$ cat config.mk
export PLATFORM = sky130hd
export DESIGN_NAME = sprite_pixel_renderer
export DESIGN_NICKNAME = d
export VERILOG_FILES = /design/src/rtl/sprite_pkg.sv /design/src/rtl/sprite_rom.sv /design/src/rtl/sprite_pixel_renderer.sv
export SDC_FILE = /design/constraint.sdc
export NUM_CORES = 1
export LEC_CHECK = 0
export CORE_MARGIN = 4
export CORE_UTILIZATION = 59
export DETAILED_ROUTE_END_ITERATION = 8
export PLACE_DENSITY = 0.86
export SYNTH_ARGS = -nofsm -noshare
export SYNTH_HDL_FRONTEND = slang
export SYNTH_SLANG_ARGS = --single-unit
$ cat constraint.sdc
create_clock -name clk -period 3.3 [get_ports clk]
set_clock_uncertainty 0.05 [all_clocks]
set_input_delay 0.33 -clock clk [delete_from_list [all_inputs] [get_ports clk]]
set_output_delay 0.33 -clock clk [all_outputs]
set_load 0.01 [all_outputs]
$ cat src/rtl/sprite_pkg.sv
// Shared sprite definitions: geometry, in_entity field layout, sprite IDs,
// the 16-entry RGB222 palette and the 8x8 bitmaps (row 0 first, column 0 = MSB).
package sprite_pkg;

   localparam int SPR_TILE_SIZE = 8;
   localparam int SPR_UPSCALE   = 5;
   localparam int SPR_COORD_W   = 3;
   localparam int H_W           = 10;
   localparam int COLOUR_W      = 6;

   localparam int ENT_ROW_MSB = 8;
   localparam int ENT_ROW_LSB = 6;
   localparam int ENT_ID_MSB  = 5;
   localparam int ENT_ID_LSB  = 2;
   localparam int ENT_ORI_MSB = 1;
   localparam int ENT_ORI_LSB = 0;

   typedef enum logic [1:0] {
      ORI_R0   = 2'b00,
      ORI_R90  = 2'b01,
      ORI_R180 = 2'b10,
      ORI_R270 = 2'b11
   } orient_e;

   typedef enum logic [3:0] {
      ID_SHIP    = 4'h0,
      ID_ALIEN_A = 4'h1,
      ID_ALIEN_B = 4'h2,
      ID_ALIEN_C = 4'h3,
      ID_BULLET  = 4'h4,
      ID_BOMB    = 4'h5,
      ID_SHIELD  = 4'h6,
      ID_UFO     = 4'h7,
      ID_EXPLODE = 4'h8,
      ID_DIGIT_0 = 4'h9,
      ID_DIGIT_1 = 4'hA,
      ID_DIGIT_2 = 4'hB,
      ID_DIGIT_3 = 4'hC,
      ID_DIGIT_4 = 4'hD,
      ID_FRAME   = 4'hE,
      ID_NONE    = 4'hF
   } sprite_id_e;

   typedef enum logic {
      ST_UNSYNCED = 1'b0,
      ST_SYNCED   = 1'b1
   } sync_state_e;

   // Index [0] is the top row; within a row, bit 7 is column 0.
   typedef logic [0:7][7:0] sprite_bitmap_t;

   function automatic logic [COLOUR_W-1:0] sprite_palette(input logic [3:0] id);
      case (id)
         ID_SHIP:    return 6'h0C;
         ID_ALIEN_A: return 6'h30;
         ID_ALIEN_B: return 6'h3C;
         ID_ALIEN_C: return 6'h33;
         ID_BULLET:  return 6'h3F;
         ID_BOMB:    return 6'h38;
         ID_SHIELD:  return 6'h08;
         ID_UFO:     return 6'h23;
         ID_EXPLODE: return 6'h3E;
         ID_FRAME:   return 6'h07;
         ID_NONE:    return 6'h00;
         default:    return 6'h2A;
      endcase
   endfunction

   function automatic sprite_bitmap_t sprite_bitmap(input logic [3:0] id);
      case (id)
         ID_SHIP:    return 64'h1818_3C7E_FFFF_6642;
         ID_ALIEN_A: return 64'hB241_E418_9C27_00CA;
         ID_ALIEN_B: return 64'h3C7E_DBFF_6624_4281;
         ID_ALIEN_C: return 64'h2466_FFDB_FF7E_2442;
         ID_BULLET:  return 64'h1818_1818_1818_0000;
         ID_BOMB:    return 64'h0018_3C7E_7E3C_1800;
         ID_SHIELD:  return 64'h7EFF_FFFF_E7C3_8100;
         ID_UFO:     return 64'h003C_7EDB_FF66_0000;
         ID_EXPLODE: return 64'h9142_2418_1824_4289;
         ID_DIGIT_0: return 64'h3C66_6E76_6666_3C00;
         ID_DIGIT_1: return 64'h1838_1818_1818_7E00;
         ID_DIGIT_2: return 64'h3C66_060C_3060_7E00;
         ID_DIGIT_3: return 64'h3C66_061C_0666_3C00;
         ID_DIGIT_4: return 64'h0C1C_3C6C_7E0C_0C00;
         ID_FRAME:   return 64'hFF81_8181_8181_81FF;
         default:    return 64'h0;
      endcase
   endfunction

endpackage

$ cat src/rtl/sprite_rom.sv
// Combinational sprite bitmap lookup: (ID, bitmap row, bitmap column) -> 1 pixel bit.
module sprite_rom
   import sprite_pkg::*;
(
   input  logic [3:0]             i_id,
   input  logic [SPR_COORD_W-1:0] i_row,
   input  logic [SPR_COORD_W-1:0] i_col,
   output logic                   o_bit
);

   sprite_bitmap_t w_bitmap;

   always_comb begin
      w_bitmap = sprite_bitmap(i_id);
      o_bit    = w_bitmap[i_row][3'd7 - i_col];
   end

endmodule

$ cat src/rtl/sprite_pixel_renderer.sv
// Two-stage sprite pixel renderer: aligns the scan counter with in_entity, tracks the
// sprite column without a divider and looks up the palette colour. Orientation: SPRITE_ROTATION_EN.
module sprite_pixel_renderer
   import sprite_pkg::*;
#(
   parameter int                  UPSCALE_FACTOR = SPR_UPSCALE,
   parameter int                  TILE_SIZE      = SPR_TILE_SIZE,
   parameter logic [COLOUR_W-1:0] BG_COLOUR      = 6'h00
)(
   input  logic                clk,
   input  logic                reset,
   input  logic [8:0]          in_entity,
   input  logic [H_W-1:0]      counter_H,
   input  logic [H_W-1:0]      counter_V,
   input  logic                video_active,
   output logic [COLOUR_W-1:0] pixel_colour,
   output logic                pixel_valid
);

   localparam int SUB_W = (UPSCALE_FACTOR > 1) ? $clog2(UPSCALE_FACTOR) : 1;
   localparam logic [SUB_W-1:0]       SUB_LAST = SUB_W'(UPSCALE_FACTOR - 1);
   localparam logic [SPR_COORD_W-1:0] COL_LAST = SPR_COORD_W'(TILE_SIZE - 1);

   logic [H_W-1:0]         r_h_d1;
   logic                   r_va_d1;
   logic                   r_d1_vld;
   logic [SUB_W-1:0]       r_sub_cnt;
   logic [SPR_COORD_W-1:0] r_col_cnt;
   sync_state_e            r_state;
   logic [COLOUR_W-1:0]    r_colour;
   logic                   r_valid;

   logic                   w_line_start;
   logic                   w_synced;
   sync_state_e            w_state_next;
   logic [SUB_W-1:0]       w_sub_cur;
   logic [SUB_W-1:0]       w_sub_next;
   logic [SPR_COORD_W-1:0] w_col_cur;
   logic [SPR_COORD_W-1:0] w_col_next;
   logic [SPR_COORD_W-1:0] w_row;
   logic [3:0]             w_id;
   logic [SPR_COORD_W-1:0] w_bm_row;
   logic [SPR_COORD_W-1:0] w_bm_col;
   logic                   w_bit;
   logic [COLOUR_W-1:0]    w_colour;
   logic                   w_unused_inputs;

   assign w_row = in_entity[ENT_ROW_MSB:ENT_ROW_LSB];
   assign w_id  = in_entity[ENT_ID_MSB:ENT_ID_LSB];

   // r_d1_vld keeps the reset value of r_h_d1 from being mistaken for a line start.
   assign w_line_start = r_d1_vld && (r_h_d1 == '0);
   assign w_synced     = (r_state == ST_SYNCED) || w_line_start;

   // NOTE: state registers use non-blocking assignments so every flop samples pre-edge values.
   always_ff @(posedge clk or negedge reset) begin
      if (!reset) begin
         r_h_d1   <= '0;
         r_va_d1  <= 1'b0;
         r_d1_vld <= 1'b0;
      end else begin
         r_h_d1   <= counter_H;
         r_va_d1  <= video_active;
         r_d1_vld <= 1'b1;
      end
   end

   always_ff @(posedge clk or negedge reset) begin
      if (!reset) r_state <= ST_UNSYNCED;
      else        r_state <= w_state_next;
   end

   // NOTE: every always_comb output gets a default first so no path can infer a latch.
   always_comb begin
      w_state_next = r_state;
      if (w_line_start) w_state_next = ST_SYNCED;
   end

   // Counters hold the sub-pixel/column of the pixel currently in stage 1.
   always_comb begin
      w_sub_cur  = w_line_start ? '0 : r_sub_cnt;
      w_col_cur  = w_line_start ? '0 : r_col_cnt;
      w_sub_next = w_sub_cur + 1'b1;
      w_col_next = w_col_cur;
      if (w_sub_cur == SUB_LAST) begin
         w_sub_next = '0;
         w_col_next = (w_col_cur == COL_LAST) ? '0 : w_col_cur + 1'b1;
      end
   end

   always_ff @(posedge clk or negedge reset) begin
      if (!reset) begin
         r_sub_cnt <= '0;
         r_col_cnt <= '0;
      end else begin
         r_sub_cnt <= w_sub_next;
         r_col_cnt <= w_col_next;
      end
   end

`ifdef SPRITE_ROTATION_EN
   orient_e w_orient;
   assign w_orient        = orient_e'(in_entity[ENT_ORI_MSB:ENT_ORI_LSB]);
   assign w_unused_inputs = ^counter_V;

   always_comb begin
      w_bm_row = w_row;
      w_bm_col = w_col_cur;
      case (w_orient)
         ORI_R90: begin
            w_bm_row = 3'd7 - w_col_cur;
            w_bm_col = w_row;
         end
         ORI_R180: begin
            w_bm_row = 3'd7 - w_row;
            w_bm_col = 3'd7 - w_col_cur;
         end
         ORI_R270: begin
            w_bm_row = w_col_cur;
            w_bm_col = 3'd7 - w_row;
         end
         default: ;
      endcase
   end
`else
   assign w_unused_inputs = ^{counter_V, in_entity[ENT_ORI_MSB:ENT_ORI_LSB]};
   assign w_bm_row        = w_row;
   assign w_bm_col        = w_col_cur;
`endif

   sprite_rom u_rom (
      .i_id  (w_id),
      .i_row (w_bm_row),
      .i_col (w_bm_col),
      .o_bit (w_bit)
   );

   // Blanking wins over everything; unsynced or empty pixels show the background.
   always_comb begin
      w_colour = BG_COLOUR;
      if (!r_va_d1)
         w_colour = '0;
      else if (w_synced && (w_id != ID_NONE) && w_bit)
         w_colour = sprite_palette(w_id);
   end

   always_ff @(posedge clk or negedge reset) begin
      if (!reset) begin
         r_colour <= '0;
         r_valid  <= 1'b0;
      end else begin
         r_colour <= w_colour;
         r_valid  <= r_va_d1;
      end
   end

   assign pixel_colour = r_colour;
   assign pixel_valid  = r_valid;

endmodule

### Yosys cells after proc, flatten, opt, wreduce, memory -nomap -nowiden

Memories as Yosys holds them, arrays and structs flattened.
Cells that the tools add are included.

| word-level totals | value |
|---|---|
| bits in registers | 26 |
| ROM bits | 1120 |
| input port bits | 32 |
| output and inout bits | 7 |
| logic and storage cells | 36 |
| memories | 2 |

| operators by class | value |
|---|---|
| add/subtract/negate cells | 3 |
| $lt $le $gt $ge | 2 |
| equality and inequality tests | 3 |
| multiplexer cells | 12 |
| bitwise gates (word level) | 1 |
| reduce and logical (&&, ||, !) cells | 5 |

Memories:

| name | depth | bits a word | read ports | clocked after Yosys merged registers in | write ports | RTL line | RTL |
|---|---|---|---|---|---|---|---|
| (no name shown) | 16 | 64 | 1 | 0 | 0 | sprite_pkg.sv:70 | `case (id)` |
| (no name shown) | 16 | 6 | 1 | 0 | 0 | sprite_pkg.sv:53 | `case (id)` |

Operator list:

| cell | number |
|---|---|
| binary-select mux 8 bit (select 3 bit) | 1 |
| two-way mux 8 bit | 2 |
| two-way mux 3 bit | 5 |
| two-way mux 6 bit | 2 |
| zero test 10 bit | 1 |
| adder 3 x 1 -> 3 bit (second input constant) | 2 |
| equality test 3 bit (second input constant) | 2 |
| >= comparator 4 bit (second input constant) | 1 |
| < comparator 3 x 4 -> 1 bit (second input constant) | 1 |
| inequality test 4 bit (second input constant) | 1 |
| inverter 3 -> 4 bit | 1 |
| binary-select mux 1 bit (select 3 bit) | 1 |
| logical AND 1 bit | 3 |
| subtractor 3 bit (first input constant) | 1 |
| logical OR 1 bit | 1 |
| two-way mux 1 bit | 1 |

### Logic depth before layout (Yosys ltp)

| logic depth | value |
|---|---|
| depth in word-level cells | 9 |
| gate-level depth with buffers | 11 |
| gate-level depth less buffers | 9 |

### Hierarchy

A second synthesis with hierarchy kept.

| second synthesis, totals | value |
|---|---|
| cells, all modules | 328 |
| area total of the unflattened synthesis | 2590.0 µm² |

Modules (own cells, without submodules):

| module | instances | cells each | area each (µm²) | seq. area each (µm²) |
|---|---|---|---|---|
| sprite_rom | 1 | 232 | 1445.1 | 0.0 |
| sprite_pixel_renderer | 1 | 96 | 1144.8 | 650.6 |

### Worst setup path before layout

Ideal clock, no wire load.

| path | value |
|---|---|
| path kind | input to register |
| start point | input in_entity[2] |
| end point | register r_colour[0], in the netlist pixel_colour[0] |
| library setup time | 0.077 ns |
| arrival | 2.559 ns |
| required time | 3.173 ns |
| slack | 0.615 ns |
| cell stages on the path | 10 |
| path buffers | 1 |
| cell sequence | clkbuf_1 > inv_1 > ha_1 > mux2_4 > mux4_2 > nor2_4 > o31ai_2 > a311oi_4 > nand3_1 > o21ai_1 |

| on the way | value |
|---|---|
| longest elaborated chain between the ends | 9 |
| elaborated cells on any way between the ends | 12 |
| those cells by class | eq/ne: 1; mux: 7; reduce/logical: 2; memory: 2 |

RTL lines:

| what | RTL line | RTL |
|---|---|---|
| from (decl) | sprite_pixel_renderer.sv:12 | `input logic [8:0] in_entity,` |
| memory read (16 x 64 bit) | n/a |  |
| binary-select mux 8 bit (select 3 bit) | sprite_rom.sv:15 | `o_bit = w_bitmap[i_row][3'd7 - i_col];` |
| two-way mux 8 bit (implied by the code) (2 in series) | sprite_rom.sv:15 |  |
| binary-select mux 1 bit (select 3 bit) | sprite_rom.sv:15 |  |
| two-way mux 1 bit (implied by the code) | sprite_rom.sv:15 |  |
| logical AND 1 bit | sprite_pixel_renderer.sv:143 | `else if (w_synced && (w_id != ID_NONE) && w_bit)` |
| two-way mux 6 bit * | sprite_pixel_renderer.sv:143 |  |
| two-way mux 6 bit * | sprite_pixel_renderer.sv:141 | `if (!r_va_d1)` |
| via w_colour[0] | sprite_pixel_renderer.sv:45 | `logic [COLOUR_W-1:0] w_colour;` |
| to (signal assigned) | sprite_pixel_renderer.sv:152 | `r_colour <= w_colour;` |
| to (decl) | sprite_pixel_renderer.sv:30 | `logic [COLOUR_W-1:0] r_colour;` |

Mark *: on every way through the listed nets, which the timed path passes. The rest lies on a longest branch. The select of a mux whose other input is x is not followed.
A chain may end at the register's enable or synchronous reset.

### Final worst setup path

| path | value |
|---|---|
| start point | input in_entity[3] |
| end point | register r_colour[3], in the netlist pixel_colour[3] |

Same word-level chain as after synthesis.

==> results.yml <==
place:
  buffer_ports.inserted: 26
  gpl.final_weighted_congestion: 0.958
  place_hpwl_um: 5170
clock_network:
  cts-resized-gates: 0
  tritoncts: "yes"
  ctsHtreeMaxLevel: 1
  post_cts_buffers: 0
  clkLatencyLatePin_ns: 0.27
  cts.path.max_buffers: 2
  numCtsBuffers: 3
  cts.sink_count: 26
  clk_transition_reported_paths_ns: 0.09
  cts_hold_repair.buffers: 0
  clockRootBuffer: "sky130_fd_sc_hd__clkbuf_8"
floorplanning:
  effective_utilization_at_floorplan_pct: 62.4
  placementRows: 23
  core_area_um2: 4090
  die_area_um2: 5440
  die_height_um: 73.8
  floorplan.die.width_um: 73.8
  num_io_pins: 39
detailed_routing:
  avgViaCountPerCell: 6.89
  drt-total-wl_um: 7220
  dr.pass1.iters: 5
  vias: 2667
  routed_wire_length_per_instance_um: 18.7
  first_iter_violations: 352
  drc_errors: 0
  antenna_viol_nets_final: 0
timing:
  report.final.hold_viol_count: 0
  fmax_ghz: 0.337
  maxSlewHeadroom_pct: 23.5
  worst_max_slew_pin_slew_ns: 1.14
  rsz0062_at_grt: "false"
  min_period_over_period_pct: 90.0
  layout_min_cycle_time_ns: 2.97
  setup-tns-final_ns: 0
  timing.final.setup_violations: 0
  finalMaxSlewViolations: 0
logic_synthesis:
  synth.lib_cells_used.distinct: 71
  edff_count_synth: 0
  synth_fa_ha_area_share_pct: 4.90
  synth.avg_cell_area_um2: 7.85
  syn-instance-count: 325
  post_synthesis_share_of_cell_area_spent_on_xor_and_xnor_gates_pct: 1.03
  postSynthRegisterBits: 26
  yosys.area_share.simple_pct: 26.6
  yosysSeqAreaShare_pct: 25.5
  main_combinational_cell_family_by_area_after_synthesis: "compound AO/OA/AOI/OAI gates"
  synth_nets: 367
  synth_compound_gate_area_share_pct: 30.3
  portion_of_netlist_area_occupied_by_mux_cells_pct: 4.27
  post_synth_instance_area_um2: 2550
  async_reset_ff_share_pct: 100
  synthesis.yosys.warnings: 0
  commonest_register_cell_after_synthesis: "sky130_fd_sc_hd__dfrtp_1"
global_routing:
  grt.overflow.total: 0
  grt_max_degree: 48
  grt_pass1_vias: 2404
  grt_usage_pct: 27.7
  global_route_wire_length_before_repair_um: 11800
  grt_antenna_before_repair: 0
worst_setup_path:
  startpoint_type: "input pin"
  worst-path-max-fanout: 6
  worst-endpoint-required_ns: 3.39
  cell_seen_most_often_among_critical_path_stages: "sky130_fd_sc_hd__o21ai_1"
  critical-path-top-delay-family: "compound AO/OA/AOI/OAI gates"
  worstPathBufferInverterCount: 2
  critPathMaxStageDelay_ns: 0.51
  worst_setup_path_startpoint: "in_entity[3]"
  worstPathCellList: "clkdlybuf4s50_1 -> inv_1 -> ha_1 -> nor2_1 -> a221oi_1 -> o21ai_0 -> o21ai_1 -> o2111a_1 -> a311oi_2 -> o21ai_1"
  r2r-start: "r_h_d1[9]"
  timing_worst_setup_path_type: "in2reg"
  kind_of_end_point_of_the_critical_path: "flip-flop"
  worstPathArrival_ns: 3.06
  critical_path.slowest_cell: "sky130_fd_sc_hd__a311oi_2"
finish:
  sequential_cell_area_um2: 651
  final_net_count: 380
  num_antenna_cells: 0
  share_of_post_route_cells_with_drive_strength_above_1_pct: 9.20
  layout.cells.most_common_list: "sky130_fd_sc_hd__nand2_1 (43), sky130_fd_sc_hd__dfrtp_1 (26), sky130_fd_sc_hd__clkdlybuf4s50_1 (24)"
  area_of_combinational_cells_with_multiple_inputs_um2: 1720
  final_common_cell: "sky130_fd_sc_hd__nand2_1"
  area_delta_synth_final_pct: 13.5
  nFillCells: 345
power:
  worst_ir_drop_vdd_uv: 230
  powerDensity_nw_per_um2: 395
  p_total_mw: 1.14
  leakage_power_nw: 1.17
hold_path:
  min_from: "r_va_d1"
  timing.hold.worst.class: "reg2reg"
job:
  count_of_max_cap_constraint_violations: 0
outcome:
  run_status: "complete, no violations"
[routing by layer]
layer / track usage [%] / part of all wire (%)
met1: 38.4 / 40
met2: 43.4 / 45
met5: 0 / 0
met3: 4.10 / 11
met4: 9.86 / 3.8
[where the power goes]
group          total (mW)  internal, mW  leakage, nW  switching, mW
logic               0.472         0.195        0.815          0.277
clock network       0.262         0.162       0.0357         0.0998
registers           0.410         0.365        0.322         0.0450
[sequential cells by signal, indices dropped and copies added, names as in the netlist]
register,cells
pixel_colour,6
pixel_valid,1
r_col_cnt,3
r_d1_vld,1
r_h_d1,10
r_state,1
r_sub_cnt,3
r_va_d1,1
[final timing paths]
check / endpoint / slack, ns / cells after the start
max: pixel_colour[3] / 0.33 / 10
min: pixel_valid / 0.34 / 0
max reg2reg: pixel_colour[3] / 0.82 / 6
min reg2reg: pixel_valid / 0.34 / 0
max in group asynchronous: r_sub_cnt[0] / 1.91 / 1
min in group asynchronous: r_h_d1[3] / 0.62 / 1
[worst reg2reg max path: stages, from the launching register on]
cell and delay [ns]:
sky130_fd_sc_hd__dfrtp_1 0.38, sky130_fd_sc_hd__nor4b_1 0.33, sky130_fd_sc_hd__nand3_1 0.40, sky130_fd_sc_hd__nand2_1 0.31, sky130_fd_sc_hd__nand3_1 0.16, sky130_fd_sc_hd__a311oi_2 0.56
sky130_fd_sc_hd__o21ai_1 0.16
[synthesized netlist by cell type (3+ instances only)]
library cell                n  area share, %
sky130_fd_sc_hd__nand3_1   14            2.7
sky130_fd_sc_hd__a221oi_1   4            1.4
sky130_fd_sc_hd__nand2b_1  16            3.9
sky130_fd_sc_hd__o21ai_1    8            1.6
sky130_fd_sc_hd__o21ai_0   15            2.9
sky130_fd_sc_hd__and2_1     5            1.2
sky130_fd_sc_hd__o22ai_1    4           0.98
sky130_fd_sc_hd__nor2b_1   11            2.7
sky130_fd_sc_hd__buf_2     15            2.9
sky130_fd_sc_hd__ha_1      10            4.9
sky130_fd_sc_hd__clkbuf_1  13            1.9
sky130_fd_sc_hd__a311oi_1   7            2.4
sky130_fd_sc_hd__inv_1      9            1.3
sky130_fd_sc_hd__mux2i_1    6            2.4
sky130_fd_sc_hd__nor3b_1    3           0.88
sky130_fd_sc_hd__nand4_1    3           0.74
sky130_fd_sc_hd__nand2_1   43            6.3
sky130_fd_sc_hd__nor3_1    10            2.0
sky130_fd_sc_hd__nor2_1    12            1.8
sky130_fd_sc_hd__a31oi_1    5            1.2
sky130_fd_sc_hd__a221o_1    3            1.2
sky130_fd_sc_hd__a211oi_1   7            2.1
sky130_fd_sc_hd__dfrtp_1   26             26
sky130_fd_sc_hd__o211ai_1   3           0.88
sky130_fd_sc_hd__a21oi_1   15            2.9
[kinds of logic (layout without fill, tap and decap cells)]
kind of cell    after synthesis  after routing
fa+ha+maj                    10             10
other cells                   1              1
buf+inv                      41             53
compound gates              104            104
mux                           9              9
xor+xnor                      3              3
flops                        26             26
simple gates                131            131
[final cells by class]
type                    instances  area share [%]
well taps                      50            2.16
flip-flops and latches         26            22.5
repair buffers                 38            12.2
multi-input cells             258            59.3
clock inverters                 1            1.04
clock buffers                   3            1.43
inverters                      11            1.43
[per-stage QoR]
stage | util [%] | hold slack [ns] | worst slack [ns] | instance area, um2 | cells
floorplan | - | -0.0156 | 0.615 | 2550 | 325
global placement | 69.1 | 0.314 | 0.164 | 2820 | 383
detailed placement | 69.1 | 0.325 | 0.0885 | 2820 | 383
CTS | 70.9 | 0.338 | 0.382 | 2900 | 387
global route | 70.9 | 0.358 | 0.180 | 2900 | 387
finish | 70.9 | 0.335 | 0.331 | 2900 | 387
(Power assumes the default switching activity.)
